**config.mk**
```make
export PLATFORM = sky130hd
export DESIGN_NAME = ysyx_23060025_mem_arbiter_flat
export DESIGN_NICKNAME = d
export VERILOG_FILES = /design/src/rtl/ysyx_23060025_mem_arbiter_if.sv /design/src/rtl/ysyx_23060025_mem_arbiter.sv /design/src/flat_wrapper.sv
export SDC_FILE = /design/constraint.sdc
export NUM_CORES = 1
export LEC_CHECK = 0
export ABC_AREA = 0
export BUFFER_PORTS_ARGS = -buffer_cell sky130_fd_sc_hd__clkbuf_2
export CAP_MARGIN = 10
export CELL_PAD_IN_SITES_DETAIL_PLACEMENT = 0
export CELL_PAD_IN_SITES_GLOBAL_PLACEMENT = 2
export CORE_MARGIN = 2
export CORE_UTILIZATION = 28
export CTS_BUF_LIST = sky130_fd_sc_hd__clkbuf_8
export DETAILED_ROUTE_END_ITERATION = 16
export GPL_TIMING_DRIVEN = 0
export PLACE_DENSITY_LB_ADDON = 0.1
export RECOVER_POWER = 50
export SLEW_MARGIN = 20
export SYNTH_ARGS = -nofsm -noshare
export SYNTH_HDL_FRONTEND = slang
export SYNTH_SLANG_ARGS = --single-unit
```
**constraint.sdc**
```tcl
create_clock -name clock -period 2.5 [get_ports clock]
set_clock_uncertainty 0.15 [all_clocks]
set_input_delay 0.5 -clock clock [delete_from_list [all_inputs] [get_ports clock]]
set_output_delay 0.5 -clock clock [all_outputs]
set_load 0.02 [all_outputs]
```
**src/rtl/ysyx_23060025_mem_arbiter_if.sv**
```systemverilog
// Bus bundle for the IFU/LSU memory arbiter: both requester ports plus the
// shared downstream memory port. "slave" is the arbiter's view.
interface ysyx_23060025_mem_arbiter_if #(
    parameter int ADDR_WIDTH = 32,
    parameter int DATA_WIDTH = 32
);
    logic                    ifu_psel;
    logic [ADDR_WIDTH-1:0]   ifu_paddr;
    logic                    ifu_pready;
    logic [DATA_WIDTH-1:0]   ifu_prdata;

    logic                    lsu_psel;
    logic                    lsu_pwrite;
    logic [ADDR_WIDTH-1:0]   lsu_paddr;
    logic [DATA_WIDTH-1:0]   lsu_pwdata;
    logic [DATA_WIDTH/8-1:0] lsu_pstrb;
    logic                    lsu_pready;
    logic [DATA_WIDTH-1:0]   lsu_prdata;

    logic                    mem_req_valid;
    logic                    mem_req_ready;
    logic [ADDR_WIDTH-1:0]   mem_addr;
    logic                    mem_wen;
    logic [DATA_WIDTH-1:0]   mem_wdata;
    logic [DATA_WIDTH/8-1:0] mem_wstrb;
    logic                    mem_rsp_valid;
    logic [DATA_WIDTH-1:0]   mem_rdata;

    modport slave (
        input  ifu_psel, ifu_paddr,
        input  lsu_psel, lsu_pwrite, lsu_paddr, lsu_pwdata, lsu_pstrb,
        input  mem_req_ready, mem_rsp_valid, mem_rdata,
        output ifu_pready, ifu_prdata,
        output lsu_pready, lsu_prdata,
        output mem_req_valid, mem_addr, mem_wen, mem_wdata, mem_wstrb
    );

    modport master (
        output ifu_psel, ifu_paddr,
        output lsu_psel, lsu_pwrite, lsu_paddr, lsu_pwdata, lsu_pstrb,
        output mem_req_ready, mem_rsp_valid, mem_rdata,
        input  ifu_pready, ifu_prdata,
        input  lsu_pready, lsu_prdata,
        input  mem_req_valid, mem_addr, mem_wen, mem_wdata, mem_wstrb
    );
endinterface

```
**src/rtl/ysyx_23060025_mem_arbiter.sv**
```systemverilog
// IFU/LSU arbiter onto one memory port, one outstanding transaction at a time.
// Define ARB_RR_EN for round-robin tie breaking; default is fixed LSU priority.
module ysyx_23060025_mem_arbiter #(
    parameter int ADDR_WIDTH = 32,
    parameter int DATA_WIDTH = 32
) (
    input logic                       clock,
    input logic                       reset,
    ysyx_23060025_mem_arbiter_if.slave bus
);
    localparam int SW = DATA_WIDTH / 8;

    typedef enum logic [1:0] {
        IDLE = 2'd0,
        REQ  = 2'd1,
        RSP  = 2'd2
    } state_t;

    state_t                r_state;
    state_t                w_next;
    logic                  r_owner;
    logic [ADDR_WIDTH-1:0] r_addr;
    logic                  r_wen;
    logic [DATA_WIDTH-1:0] r_wdata;
    logic [SW-1:0]         r_wstrb;
    logic [DATA_WIDTH-1:0] r_ifu_rdata;
    logic [DATA_WIDTH-1:0] r_lsu_rdata;

    logic w_grant;
    logic w_rsp;
    logic w_pick_lsu;
    logic w_ifu_done;
    logic w_lsu_done;

`ifdef ARB_RR_EN
    logic r_last_owner;

    // On a tie the requester that lost the previous grant goes first.
    assign w_pick_lsu = bus.lsu_psel & (~bus.ifu_psel | ~r_last_owner);

    always_ff @(posedge clock) begin
        if (reset) begin
            r_last_owner <= 1'b1;
        end else if (w_grant) begin
            r_last_owner <= w_pick_lsu;
        end
    end
`else
    assign w_pick_lsu = bus.lsu_psel;
`endif

    always_ff @(posedge clock) begin
        if (reset) begin
            r_state <= IDLE;
        end else begin
            r_state <= w_next;
        end
    end

    always_comb begin
        w_next  = r_state;
        w_grant = 1'b0;
        w_rsp   = 1'b0;
        unique case (r_state)
            IDLE: begin
                if (bus.ifu_psel | bus.lsu_psel) begin
                    w_grant = 1'b1;
                    w_next  = REQ;
                end
            end
            REQ: begin
                if (bus.mem_req_ready) begin
                    w_next = RSP;
                end
            end
            RSP: begin
                if (bus.mem_rsp_valid) begin
                    w_rsp  = 1'b1;
                    w_next = IDLE;
                end
            end
            default: w_next = IDLE;
        endcase
    end

    // Request fields are captured once at grant and ignored afterwards.
    always_ff @(posedge clock) begin
        if (reset) begin
            r_owner <= 1'b0;
            r_addr  <= '0;
            r_wen   <= 1'b0;
            r_wdata <= '0;
            r_wstrb <= '0;
        end else if (w_grant) begin
            r_owner <= w_pick_lsu;
            r_addr  <= w_pick_lsu ? bus.lsu_paddr : bus.ifu_paddr;
            r_wen   <= w_pick_lsu & bus.lsu_pwrite;
            r_wdata <= w_pick_lsu ? bus.lsu_pwdata : '0;
            r_wstrb <= w_pick_lsu ? bus.lsu_pstrb : '0;
        end
    end

    assign w_ifu_done = w_rsp & ~r_owner;
    assign w_lsu_done = w_rsp & r_owner;

    always_ff @(posedge clock) begin
        if (reset) begin
            r_ifu_rdata <= '0;
            r_lsu_rdata <= '0;
        end else begin
            if (w_ifu_done) begin
                r_ifu_rdata <= bus.mem_rdata;
            end
            if (w_lsu_done) begin
                r_lsu_rdata <= bus.mem_rdata;
            end
        end
    end

    assign bus.mem_req_valid = (r_state == REQ);
    assign bus.mem_addr      = r_addr;
    assign bus.mem_wen       = r_wen;
    assign bus.mem_wdata     = r_wdata;
    assign bus.mem_wstrb     = r_wstrb;

    assign bus.ifu_pready = w_ifu_done;
    assign bus.lsu_pready = w_lsu_done;
    assign bus.ifu_prdata = w_ifu_done ? bus.mem_rdata : r_ifu_rdata;
    assign bus.lsu_prdata = w_lsu_done ? bus.mem_rdata : r_lsu_rdata;
endmodule
```
**src/flat_wrapper.sv**
```systemverilog
// flat-port wrapper written by rule: the top's interface ports become plain ports
module ysyx_23060025_mem_arbiter_flat 
#(
    parameter int ADDR_WIDTH = 32,
    parameter int DATA_WIDTH = 32
)
  (clock, reset, bus_ifu_psel, bus_ifu_paddr, bus_lsu_psel, bus_lsu_pwrite, bus_lsu_paddr, bus_lsu_pwdata, bus_lsu_pstrb, bus_mem_req_ready, bus_mem_rsp_valid, bus_mem_rdata, bus_ifu_pready, bus_ifu_prdata, bus_lsu_pready, bus_lsu_prdata, bus_mem_req_valid, bus_mem_addr, bus_mem_wen, bus_mem_wdata, bus_mem_wstrb);
  ysyx_23060025_mem_arbiter_if #(.ADDR_WIDTH(ADDR_WIDTH), .DATA_WIDTH(DATA_WIDTH)) bus_i ();
  input logic clock;
  input logic reset;
  input wire logic [$bits(bus_i.ifu_psel)-1:0] bus_ifu_psel;
  input wire logic [$bits(bus_i.ifu_paddr)-1:0] bus_ifu_paddr;
  input wire logic [$bits(bus_i.lsu_psel)-1:0] bus_lsu_psel;
  input wire logic [$bits(bus_i.lsu_pwrite)-1:0] bus_lsu_pwrite;
  input wire logic [$bits(bus_i.lsu_paddr)-1:0] bus_lsu_paddr;
  input wire logic [$bits(bus_i.lsu_pwdata)-1:0] bus_lsu_pwdata;
  input wire logic [$bits(bus_i.lsu_pstrb)-1:0] bus_lsu_pstrb;
  input wire logic [$bits(bus_i.mem_req_ready)-1:0] bus_mem_req_ready;
  input wire logic [$bits(bus_i.mem_rsp_valid)-1:0] bus_mem_rsp_valid;
  input wire logic [$bits(bus_i.mem_rdata)-1:0] bus_mem_rdata;
  output wire logic [$bits(bus_i.ifu_pready)-1:0] bus_ifu_pready;
  output wire logic [$bits(bus_i.ifu_prdata)-1:0] bus_ifu_prdata;
  output wire logic [$bits(bus_i.lsu_pready)-1:0] bus_lsu_pready;
  output wire logic [$bits(bus_i.lsu_prdata)-1:0] bus_lsu_prdata;
  output wire logic [$bits(bus_i.mem_req_valid)-1:0] bus_mem_req_valid;
  output wire logic [$bits(bus_i.mem_addr)-1:0] bus_mem_addr;
  output wire logic [$bits(bus_i.mem_wen)-1:0] bus_mem_wen;
  output wire logic [$bits(bus_i.mem_wdata)-1:0] bus_mem_wdata;
  output wire logic [$bits(bus_i.mem_wstrb)-1:0] bus_mem_wstrb;
  assign bus_i.ifu_psel = bus_ifu_psel;
  assign bus_i.ifu_paddr = bus_ifu_paddr;
  assign bus_i.lsu_psel = bus_lsu_psel;
  assign bus_i.lsu_pwrite = bus_lsu_pwrite;
  assign bus_i.lsu_paddr = bus_lsu_paddr;
  assign bus_i.lsu_pwdata = bus_lsu_pwdata;
  assign bus_i.lsu_pstrb = bus_lsu_pstrb;
  assign bus_i.mem_req_ready = bus_mem_req_ready;
  assign bus_i.mem_rsp_valid = bus_mem_rsp_valid;
  assign bus_i.mem_rdata = bus_mem_rdata;
  assign bus_ifu_pready = bus_i.ifu_pready;
  assign bus_ifu_prdata = bus_i.ifu_prdata;
  assign bus_lsu_pready = bus_i.lsu_pready;
  assign bus_lsu_prdata = bus_i.lsu_prdata;
  assign bus_mem_req_valid = bus_i.mem_req_valid;
  assign bus_mem_addr = bus_i.mem_addr;
  assign bus_mem_wen = bus_i.mem_wen;
  assign bus_mem_wdata = bus_i.mem_wdata;
  assign bus_mem_wstrb = bus_i.mem_wstrb;
  ysyx_23060025_mem_arbiter #(.ADDR_WIDTH(ADDR_WIDTH), .DATA_WIDTH(DATA_WIDTH)) u_core (.clock(clock), .reset(reset), .bus(bus_i));
endmodule
```
==> results of run 1 <==
[critical path, stage by stage, from the launching register on]
cell	delay [ns]
dfxtp_4	0.36
nor4bb_4	0.29
buf_6	0.22
buf_12	0.17
mux2_4	0.31
buf_2	0.17
[area by class of cell]
cell class	count	area, sq um
buffer	46	274
sequential	136	2730
fill	2087	11800
inverter	1	3.75
clock buffer	17	234
timing repair buffer	289	1780
antenna	1	2.50
clock inverter	15	225
multi-input combinational	353	2690
tap	270	338
[final timing paths]
kind / from / endpoint / slack (ns) / cells past startpoint
worst max-delay path: u_core.r_owner$_SDFFE_PP0P_ / bus_ifu_prdata[29] / -0.09 / 5
worst min register to register: u_core.bus.mem_wstrb[1]$_SDFFE_PP0P_ / u_core.bus.mem_wstrb[1]$_SDFFE_PP0P_ / 0.32 / 2
worst min-delay path: bus_lsu_pwdata[12] / u_core.bus.mem_wdata[12]$_SDFFE_PP0P_ / 0.12 / 3
worst max register to register: u_core.r_state[1]$_SDFFE_PP0P_ / u_core.bus.mem_addr[19]$_SDFFE_PP0P_ / 0.57 / 7
[logic make-up (layout without fill, tap and decap cells)]
group / Yosys count / in the layout / synth area share
and+or+nand+nor: 115 / 115 / 0.126
other: 0 / 1 / 0
muxes: 96 / 96 / 0.203
DFF: 136 / 136 / 0.480
buffers and inverters: 49 / 368 / 0.0503
AOI/OAI and AO/OA: 142 / 142 / 0.140
[flip-flops by register name (all words and copies together) (netlist names)]
signal,flops
u_core.r_state,2
u_core.r_lsu_rdata,32
u_core.r_owner,1
u_core.bus.mem_wen,1
u_core.r_ifu_rdata,32
u_core.bus.mem_wstrb,4
u_core.bus.mem_addr,32
u_core.bus.mem_wdata,32
[Yosys cell counts, types with 2 or more instances]
library cell / n
dfxtp_1: 136
a21oi_1: 71
nand2_1: 39
nor2b_1: 36
o21ai_0: 36
a211oi_1: 32
mux2i_1: 32
mux2_4: 29
mux2_2: 26
and2b_1: 25
buf_2: 19
clkbuf_1: 18
mux2_1: 9
nor2b_4: 4
buf_12: 3
buf_4: 3
nor2_1: 3
buf_6: 2
clkbuf_2: 2
nor2_2: 2
o21ai_1: 2
[power by group through the flow]
stage               clock network, mW  registers, mW  logic [mW]
floorplan                           0           2.50       0.381
CTS                              2.16           2.34       0.874
global placement                    0           2.39       0.842
detailed placement                  0           2.39       0.852
global route                     2.26           2.35       0.932
finish                           2.08           2.34       0.849
[stage by stage]
| stage | std cells | setup TNS, ns | hold slack (ns) |
|---|---|---|---|
| 4_1_cts | 1121 | -4.83 | 0.0848 |
| 3_5_place_dp | 1080 | 0 | 0.316 |
| 3_3_place_gp | 1080 | 0 | 0.308 |
| 6_report | 1128 | -2.20 | 0.123 |
| 2_1_floorplan | 538 | 0 | 0.362 |
| 5_1_grt | 1127 | -9.10 | 0.0894 |
[cells in the final DEF, fill, tap and decap left out, drive strengths merged]
cell / count
or2: 2
nor2b: 40
mux2: 64
clkinv: 4
o21ai: 38
a22oi: 1
buf: 85
clkinvlp: 1
diode: 1
bufinv: 5
nor4bb: 1
nor3b: 1
inv: 6
a211oi: 32
nor2: 5
mux2i: 32
clkbuf: 267
dfxtp: 136
nand4b: 1
a21oi: 71
and2b: 25
nand2: 39
nand2b: 1
[routing by layer]
layer,global-route usage,vias up
met3,0.0691,15
li1,-,2489
met1,0.182,2294
met4,0.0481,2
met2,0.268,185
met5,0,-
[repair_timing]
| action | CTS | global route |
|---|---|---|
| buffers inserted | 7 | 7 |
| setup endpoints to repair | 61 | 64 |
| endpoints found under the hold margin | 0 | 0 |
| cloned | 2 | 1 |
| resized for setup | 37 | 144 |
==> metrics.txt, run 1 <==
status=finished, violations left; failing checks=negative setup slack; CTS root buffer=clkbuf_8; row cnt=52; Post-Syn Instances=538; Yosys reg bits=136; initial antenna violation count=2; sequential element share of the synthesized area=0.480; clock sink count=136; Peak VDD IR=345 uV; Syn-to-layout area delta=46.2%; DP HPWL=12.9 mm; max_slew headroom=0.617; post-synthesis cell area=5670 sq um; global placer's final weighted congestion=0.728; EDFF count, synth=0; highest routed metal layer=met5; Final Net Count=983; Crit Path Category=flip-flop to output pin; # IOs=275; DIE AREA=21,400 sq um; Max Slew Vio Count=0; Synth Net Count=677; HP Class=input pin to flip-flop; Final min period=2.59 ns; Switching Share=0.277; setup ws final=-0.0942 ns; clock power share=0.395; largest net degree at the start of global routing=17; CTS tree=done; share of Yosys cell area claimed by the top area cell type=0.480; Synth Warn #=0; vias per cell=4.42; Max-Cap Viols=0; Comb power frac=0.161; met1 wire length=7.18 mm; Most used DFF post-synth=dfxtp_1; RSZ-0062 raised after global routing=yes; Initial Utilization=0.283; Pwr Density=636 nW/um^2; clk buf depth=2; Pleak=3.81 nW; Worst Tran Pin Value=0.574 ns; Psw=1.46 mW; vias=4,985; asr flop ratio synth=0; CP endpoint kind=output pin; sequential power share=0.444; vias in the first global route=5,106; Final Hold Vio Count=0; Crit Path Max Fanout=10; CTS H-tree lvls=4; DRC=0; proportion of layout cells with a drive suffix above 1=0.386; endpoints failing setup=46; Internal=3.81 mW; core area=20,000 sq um; Die X=146 um; wire length on met2=8.24 mm; Placed Instance Area=7370 sq um; Synth area leader=dfxtp_1; synth top area cells=dfxtp_1, mux2_4, a21oi_1, mux2i_1, mux2_2; worst endpoint data arrival time=1.94 ns; Worst-path clk slew=0.09 ns; Die Y=146 um; Inserted Clock Buffers=17; worst skew pair latency=0.43 ns; total chip power=5.27 mW; number of buffers added on ports=272; Finished Core Util=0.413; startpoint types=flip-flop; Wirelength per Cell=15.2 um; total gr overflow=0; Routed Antenna Nets=0; final worst path period share=1.04; fin area=8280 sq um; met3 WL post-DR=1.51 mm; Avg Inst Size Synth=10.5 sq um; CTS Hold Bufs=0; f_max=385 MHz; synth unique cells=30; worst path required time=1.85 ns; total wire length=17.2 mm; 1st-iter DRT viols=143; first-pass GRT wire length=26.8 mm; Placement Setup Slack=0.0455 ns; length of the first detailed-routing pass in iterations=4; GR Util All Layers=0.159
Note: power is estimated with default switching activity, not from simulation.
==> inputs of run 2 (changes only) <==
RECOVER_POWER = not set   (was 50)
==> run 2 against run 1 <==
The flow still finishes with violations (negative setup slack). Via count about the same. Maximum frequency is essentially flat. Core utilization increased by 0.66 points. Largest power group unchanged. Wire length barely moved. Sequential power is essentially flat. Flip-flop and latch count stayed put. Cell area is 1.6% higher. Die area unchanged. Combinational power grew 3.3%. Cell count unchanged. Clock-buffer cell count unchanged. Clock power about the same.
==> metrics.txt, run 2 (same netlist as run 1, synthesis figures left out) <==
status=finished, violations left (unchanged); failing checks=negative setup slack (unchanged); global placer's final weighted congestion=0.728 (unchanged); reg2reg setup slack=0.57 ns (about the same); worst r2r path cells=7 (unchanged); worst skew pair latency=0.43 ns (about the same); Wirelength per Cell=15.2 um (about the same); vias=4,982 (was 4,985); row cnt=52 (unchanged); vias per cell=4.42 (about the same); Critical Path, Cell by Cell=nor4bb_4 -> buf_6 -> buf_12 -> mux2_4 -> buf_2 (unchanged); CP endpoint kind=output pin (unchanged); Final Hold Vio Count=0 (unchanged); CTS tree=done (unchanged); Worst Tran Pin Value=0.574 ns (about the same); # IOs=275 (unchanged); reg-to-reg endpoint=u_core.bus.mem_addr[19]$_SDFFE_PP0P_ (unchanged); CTS H-tree lvls=4 (unchanged); Pleak=4.06 nW (was 3.81 nW); total wire length=17.2 mm (about the same); first-pass GRT wire length=26.8 mm (unchanged); Hold Path End=u_core.bus.mem_wdata[12]$_SDFFE_PP0P_ (unchanged); crit path launch=u_core.r_owner$_SDFFE_PP0P_ (unchanged); Worst Hold Launch=bus_lsu_pwdata[12] (unchanged); Slowest cell on crit path=dfxtp_4 (unchanged); Bufs and invs on worst path=3 (unchanged); RSZ-0062 raised after global routing=yes (unchanged); setup ws final=-0.0943 ns (was -0.0942 ns); total gr overflow=0 (unchanged); Pwr Density=630 nW/um^2 (was 636 nW/um^2); Max Slew Vio Count=0 (unchanged); total chip power=5.30 mW (was 5.27 mW); HP Class=input pin to flip-flop (unchanged); GR Util All Layers=0.159 (unchanged); CP peak stage delay=0.36 ns (about the same); DIE AREA=21,400 sq um (unchanged); most common cell after layout, fill and taps aside=clkbuf_2 (unchanged); DP HPWL=12.9 mm (unchanged); Syn-to-layout area delta=48.5% (was 46.2%); final worst path period share=1.04 (about the same); hold depth=3 (unchanged); worst path required time=1.85 ns (about the same); CP delay by family, top=buffers and inverters (unchanged); Die Y=146 um (unchanged); Crit Path Max Fanout=10 (unchanged); Final Net Count=983 (unchanged); filler instances=2,053 (was 2,087); largest net degree at the start of global routing=17 (unchanged); f_max=385 MHz (about the same); vias in the first global route=5,106 (unchanged); max_slew headroom=0.618 (was 0.617); 1st-iter DRT viols=142 (was 143); startpoint types=flip-flop (unchanged); FF-to-FF Start=u_core.r_state[1]$_SDFFE_PP0P_ (unchanged); CTS Hold Bufs=0 (unchanged); Die X=146 um (unchanged); Inserted Clock Buffers=17 (unchanged); Final min period=2.59 ns (about the same); clock sink count=136 (unchanged); Max-Cap Viols=0 (unchanged); length of the first detailed-routing pass in iterations=4 (unchanged); Finished Core Util=0.420 (was 0.413); proportion of layout cells with a drive suffix above 1=0.490 (was 0.386); number of buffers added on ports=272 (unchanged); Worst-path clk slew=0.09 ns (about the same); Initial Utilization=0.283 (unchanged); endpoints failing setup=38 (was 46); Crit Path Category=flip-flop to output pin (unchanged); most frequent cells in the layout=clkbuf_2, dfxtp_1, a21oi_1, buf_6, mux2_4 (was clkbuf_2, dfxtp_1, clkbuf_1, a21oi_1); Routed Antenna Nets=0 (unchanged); CTS root buffer=clkbuf_8 (unchanged); initial antenna violation count=2 (unchanged); DRC=0 (unchanged); worst endpoint data arrival time=1.94 ns (about the same); core area=20,000 sq um (unchanged); clk buf depth=2 (unchanged); Peak VDD IR=345 uV (about the same)
==> run 2: cell types whose count changed in the layout (fill, tap and decap cells not counted) <==
cell      before  now
clkbuf_1      90   18
clkbuf_2     155  224
mux2_1        20    3
mux2_2         8   21
mux2_4        36   40
buf_6         39   41
buf_12         5    6
buf_4          8    9
clkbuf_4       1    0
==> run 2: stage by stage <==
step | instance area, sq um | setup WS (ns) | instances | TNS (ns) | hold slack (ns)
after global routing | 8410 | -0.217 | 1127 | -8.21 | 0.0894
after global placement | 7370 | 0.0497 | 1080 | 0 | 0.308
final | 8420 | -0.0943 | 1128 | -1.91 | 0.124
after CTS | 8070 | -0.133 | 1121 | -4.83 | 0.0848
after floorplan | 5670 | 0.398 | 538 | 0 | 0.362
after detailed placement | 7370 | 0.0455 | 1080 | 0 | 0.316
==> run 2: power by group <==
| part | total, mW | internal, mW | switching, mW |
|---|---|---|---|
| clock | 2.08 | 1.20 | 0.887 |
| combinational | 0.877 | 0.360 | 0.517 |
| sequential | 2.34 | 2.28 | 0.0593 |
| total | 5.30 | 3.84 | 1.46 |
==> run 2: per-layer routing <==
metal | vias to the layer above | global-route usage | share of wire
met5 | - | 0 | 0.00076
li1 | 2486 | - | -
met2 | 184 | 0.268 | 0.48
met1 | 2295 | 0.182 | 0.42
met3 | 15 | 0.0691 | 0.090
met4 | 2 | 0.0481 | 0.013
==> run 2: worst max-delay path by stage <==
stage	end	slack [ns]	depth (start not counted)
finish	bus_ifu_prdata[29]	-0.09	5
global route	bus_ifu_prdata[3]	-0.22	5
CTS	bus_lsu_prdata[17]	-0.13	5
detailed placement	bus_ifu_prdata[30]	0.05	6
global placement	bus_ifu_prdata[2]	0.05	6
floorplan	bus_ifu_prdata[22]	0.40	4
==> run 2: area by class of cell <==
class | instances | area (sq um) | area share
antenna | 1 | 2.50 | 0.000297
clock buffer | 17 | 234 | 0.0278
multi-input combinational | 353 | 2710 | 0.322
tap | 270 | 338 | 0.0401
clock inverter | 15 | 225 | 0.0268
buffer | 46 | 274 | 0.0326
sequential | 136 | 2730 | 0.325
inverter | 1 | 3.75 | 0.000446
timing repair buffer | 289 | 1900 | 0.226
==> run 2: timing repair <==
item	in CTS	in global routing
setup buffers	7	7
resized for setup	37	144
endpoints found under the setup margin	61	64
hold endpoints to repair	0	0
gates cloned	2	1
pin swaps	0	0
==> run 2: tightest hold or removal path, stage by stage <==
cell	delay, ns
clkbuf_2	0.08
nand2_1	0.04
a21oi_1	0.05
==> inputs of run 3 (changes only) <==
CELL_PAD_IN_SITES_DETAIL_PLACEMENT = 1   (was 0)
RECOVER_POWER = 50   (was not set)
==> run 3 against run 2 <==
The run still ends with negative setup slack left. Maximum frequency rose by 0.93%. Wire length rose by 10%. Clock-buffer cell count rose by 1. Die area stayed put. First-iteration DRC count shrank 30%. Total power decreased by 2.3%. Combinational power is 0.9% lower. Cell count grew 0.62%. Global-route usage up 1.5 points. Register-to-register slack worse by 0.11 ns. Flip-flop and latch count is the same. Setup slack gained 0.024 ns. Critical path type unchanged.
==> metrics.txt, run 3 (same netlist as run 1, synthesis figures left out) <==
worst path required time=1.85 ns (about the same); Die X=146 um (unchanged); core area=20,000 sq um (unchanged); 1st-iter DRT viols=99 (was 142); most frequent cells in the layout=clkbuf_2, dfxtp_1, clkbuf_1, a21oi_1, buf_6 (was clkbuf_2, dfxtp_1, a21oi_1, buf_6, mux2_4); total chip power=5.18 mW (was 5.30 mW); Peak VDD IR=262 uV (was 345 uV); largest net degree at the start of global routing=17 (unchanged); failing checks=negative setup slack (unchanged); clock power share=0.380 (was 0.393); Worst-path clk slew=0.08 ns (was 0.09 ns); clock sink count=136 (unchanged); Psw=1.45 mW (was 1.46 mW); Crit Path Category=flip-flop to output pin (unchanged); non-filler instance count after layout=1,135 (was 1,128); worst endpoint data arrival time=1.92 ns (was 1.94 ns); CTS Hold Bufs=0 (unchanged); Wirelength per Cell=16.7 um (was 15.2 um); status=finished, violations left (unchanged); total wire length=18.9 mm (was 17.2 mm); Final min period=2.57 ns (was 2.59 ns); sequential power share=0.452 (was 0.441); vias in the first global route=5,580 (was 5,106); row cnt=52 (unchanged); clk buf depth=2 (unchanged); # IOs=275 (unchanged); CTS root buffer=clkbuf_8 (unchanged); Syn-to-layout area delta=49.0% (was 48.5%); first-pass GRT wire length=29.3 mm (was 26.8 mm); startpoint types=flip-flop (unchanged); Pwr Density=613 nW/um^2 (was 630 nW/um^2); Final Hold Vio Count=0 (unchanged); Routed Antenna Nets=0 (unchanged); CTS H-tree lvls=4 (unchanged); endpoints failing setup=54 (was 38); DP HPWL=14.0 mm (was 12.9 mm); Max Slew Vio Count=0 (unchanged); Crit Path Max Fanout=10 (unchanged); Internal=3.73 mW (was 3.84 mW); initial antenna violation count=0 (was 2); Comb power frac=0.168 (was 0.166); proportion of layout cells with a drive suffix above 1=0.398 (was 0.490); Inserted Clock Buffers=17 (unchanged); WHS=0.137 ns (was 0.124 ns); number of buffers added on ports=272 (unchanged); Switching Share=0.280 (was 0.276); Die Y=146 um (unchanged); Pleak=3.90 nW (was 4.06 nW); DRC=0 (unchanged); global placer's final weighted congestion=0.728 (unchanged); CTS tree=done (unchanged); DIE AREA=21,400 sq um (unchanged); Worst Tran Pin Value=0.593 ns (was 0.574 ns); vias per cell=4.51 (was 4.42); vias=5,115 (was 4,982); most common cell after layout, fill and taps aside=clkbuf_2 (unchanged); worst skew pair latency=0.42 ns (was 0.43 ns); DP Cell Count=1,080 (unchanged); Initial Utilization=0.283 (unchanged); Max-Cap Viols=0 (unchanged); setup ws final=-0.0705 ns (was -0.0943 ns); Final Net Count=992 (was 983); f_max=389 MHz (was 385 MHz); HP Class=input pin to flip-flop (unchanged); length of the first detailed-routing pass in iterations=4 (unchanged); GR Util All Layers=0.174 (was 0.159); RSZ-0062 raised after global routing=yes (unchanged); total gr overflow=0 (unchanged); max_slew headroom=0.604 (was 0.618); CP endpoint kind=output pin (unchanged); final worst path period share=1.03 (was 1.04)
==> run 3: cell count changes in the layout (fill, tap and decap cells not counted), moves of 2 or more <==
cell,previous run,this run
mux2_2,21,2
clkinv_2,1,3
clkbuf_2,224,153
clkbuf_1,18,87
clkbuf_8,20,22
inv_1,3,1
buf_2,24,21
mux2_4,40,43
buf_4,9,14
buf_6,41,47
mux2_1,3,19
==> run 3: area by class of cell <==
| type | instances | area [sq um] |
|---|---|---|
| diodes | 1 | 2.50 |
| plain buffers | 48 | 309 |
| clock inverters | 12 | 176 |
| clock buffers | 18 | 248 |
| well taps | 270 | 338 |
| inverters | 1 | 3.75 |
| fillers | 2372 | 11600 |
| multi-input cells | 353 | 2720 |
| flip-flops and latches | 136 | 2730 |
| repair buffers | 296 | 1910 |
==> run 3: per-layer routing <==
metal / vias up / share of wire / global-route usage
li1: 2498 / - / -
met3: 19 / 0.073 / 0.0638
met5: - / 0 / 0
met1: 2410 / 0.41 / 0.201
met4: 0 / 0.019 / 0.0626
met2: 188 / 0.50 / 0.295
==> run 3: power groups by stage <==
| stage | Clock (mW) | Combinational [mW] | Sequential [mW] |
|---|---|---|---|
| 2_1_floorplan | 0 | 0.381 | 2.50 |
| 3_3_place_gp | 0 | 0.842 | 2.39 |
| 3_5_place_dp | 0 | 0.860 | 2.39 |
| 4_1_cts | 2.04 | 0.889 | 2.34 |
| 5_1_grt | 2.15 | 0.956 | 2.36 |
| 6_report | 1.97 | 0.869 | 2.34 |
==> run 3: final timing paths <==
check / from / endpoint / slack, ns / depth (start not counted)
hold reg to reg: u_core.bus.mem_wdata[7]$_SDFFE_PP0P_ / u_core.bus.mem_wdata[7]$_SDFFE_PP0P_ / 0.32 / 2
hold / removal: bus_lsu_pwdata[7] / u_core.bus.mem_wdata[7]$_SDFFE_PP0P_ / 0.14 / 3
setup reg to reg: u_core.r_state[1]$_SDFFE_PP0P_ / u_core.bus.mem_addr[6]$_SDFFE_PP0P_ / 0.46 / 8
setup / recovery: u_core.r_owner$_SDFFE_PP0P_ / bus_ifu_prdata[29] / -0.07 / 5
==> run 3: metrics by stage <==
step	instance area, sq um	setup slack [ns]	util	TNS (ns)
2_1_floorplan	5670	0.398	-	0
3_3_place_gp	7370	0.0497	0.368	0
3_5_place_dp	7370	0.0352	0.368	0
4_1_cts	8060	-0.135	0.402	-4.98
5_1_grt	8440	-0.183	0.421	-7.84
6_report	8440	-0.0705	0.421	-1.87
==> run 3: worst max-delay path, cell delays in order (launching register included) <==
cell	delay, ns
dfxtp_4	0.36
nor4bb_4	0.28
buf_6	0.21
buf_12	0.16
mux2_4	0.31
buf_2	0.17
==> run 3: what timing repair did <==
action,in CTS,in global routing
setup buffers,10,10
endpoints found under the hold margin,0,0
cloned,2,2
pin swaps,0,1
gates resized for setup,34,167
setup endpoints to repair,61,64
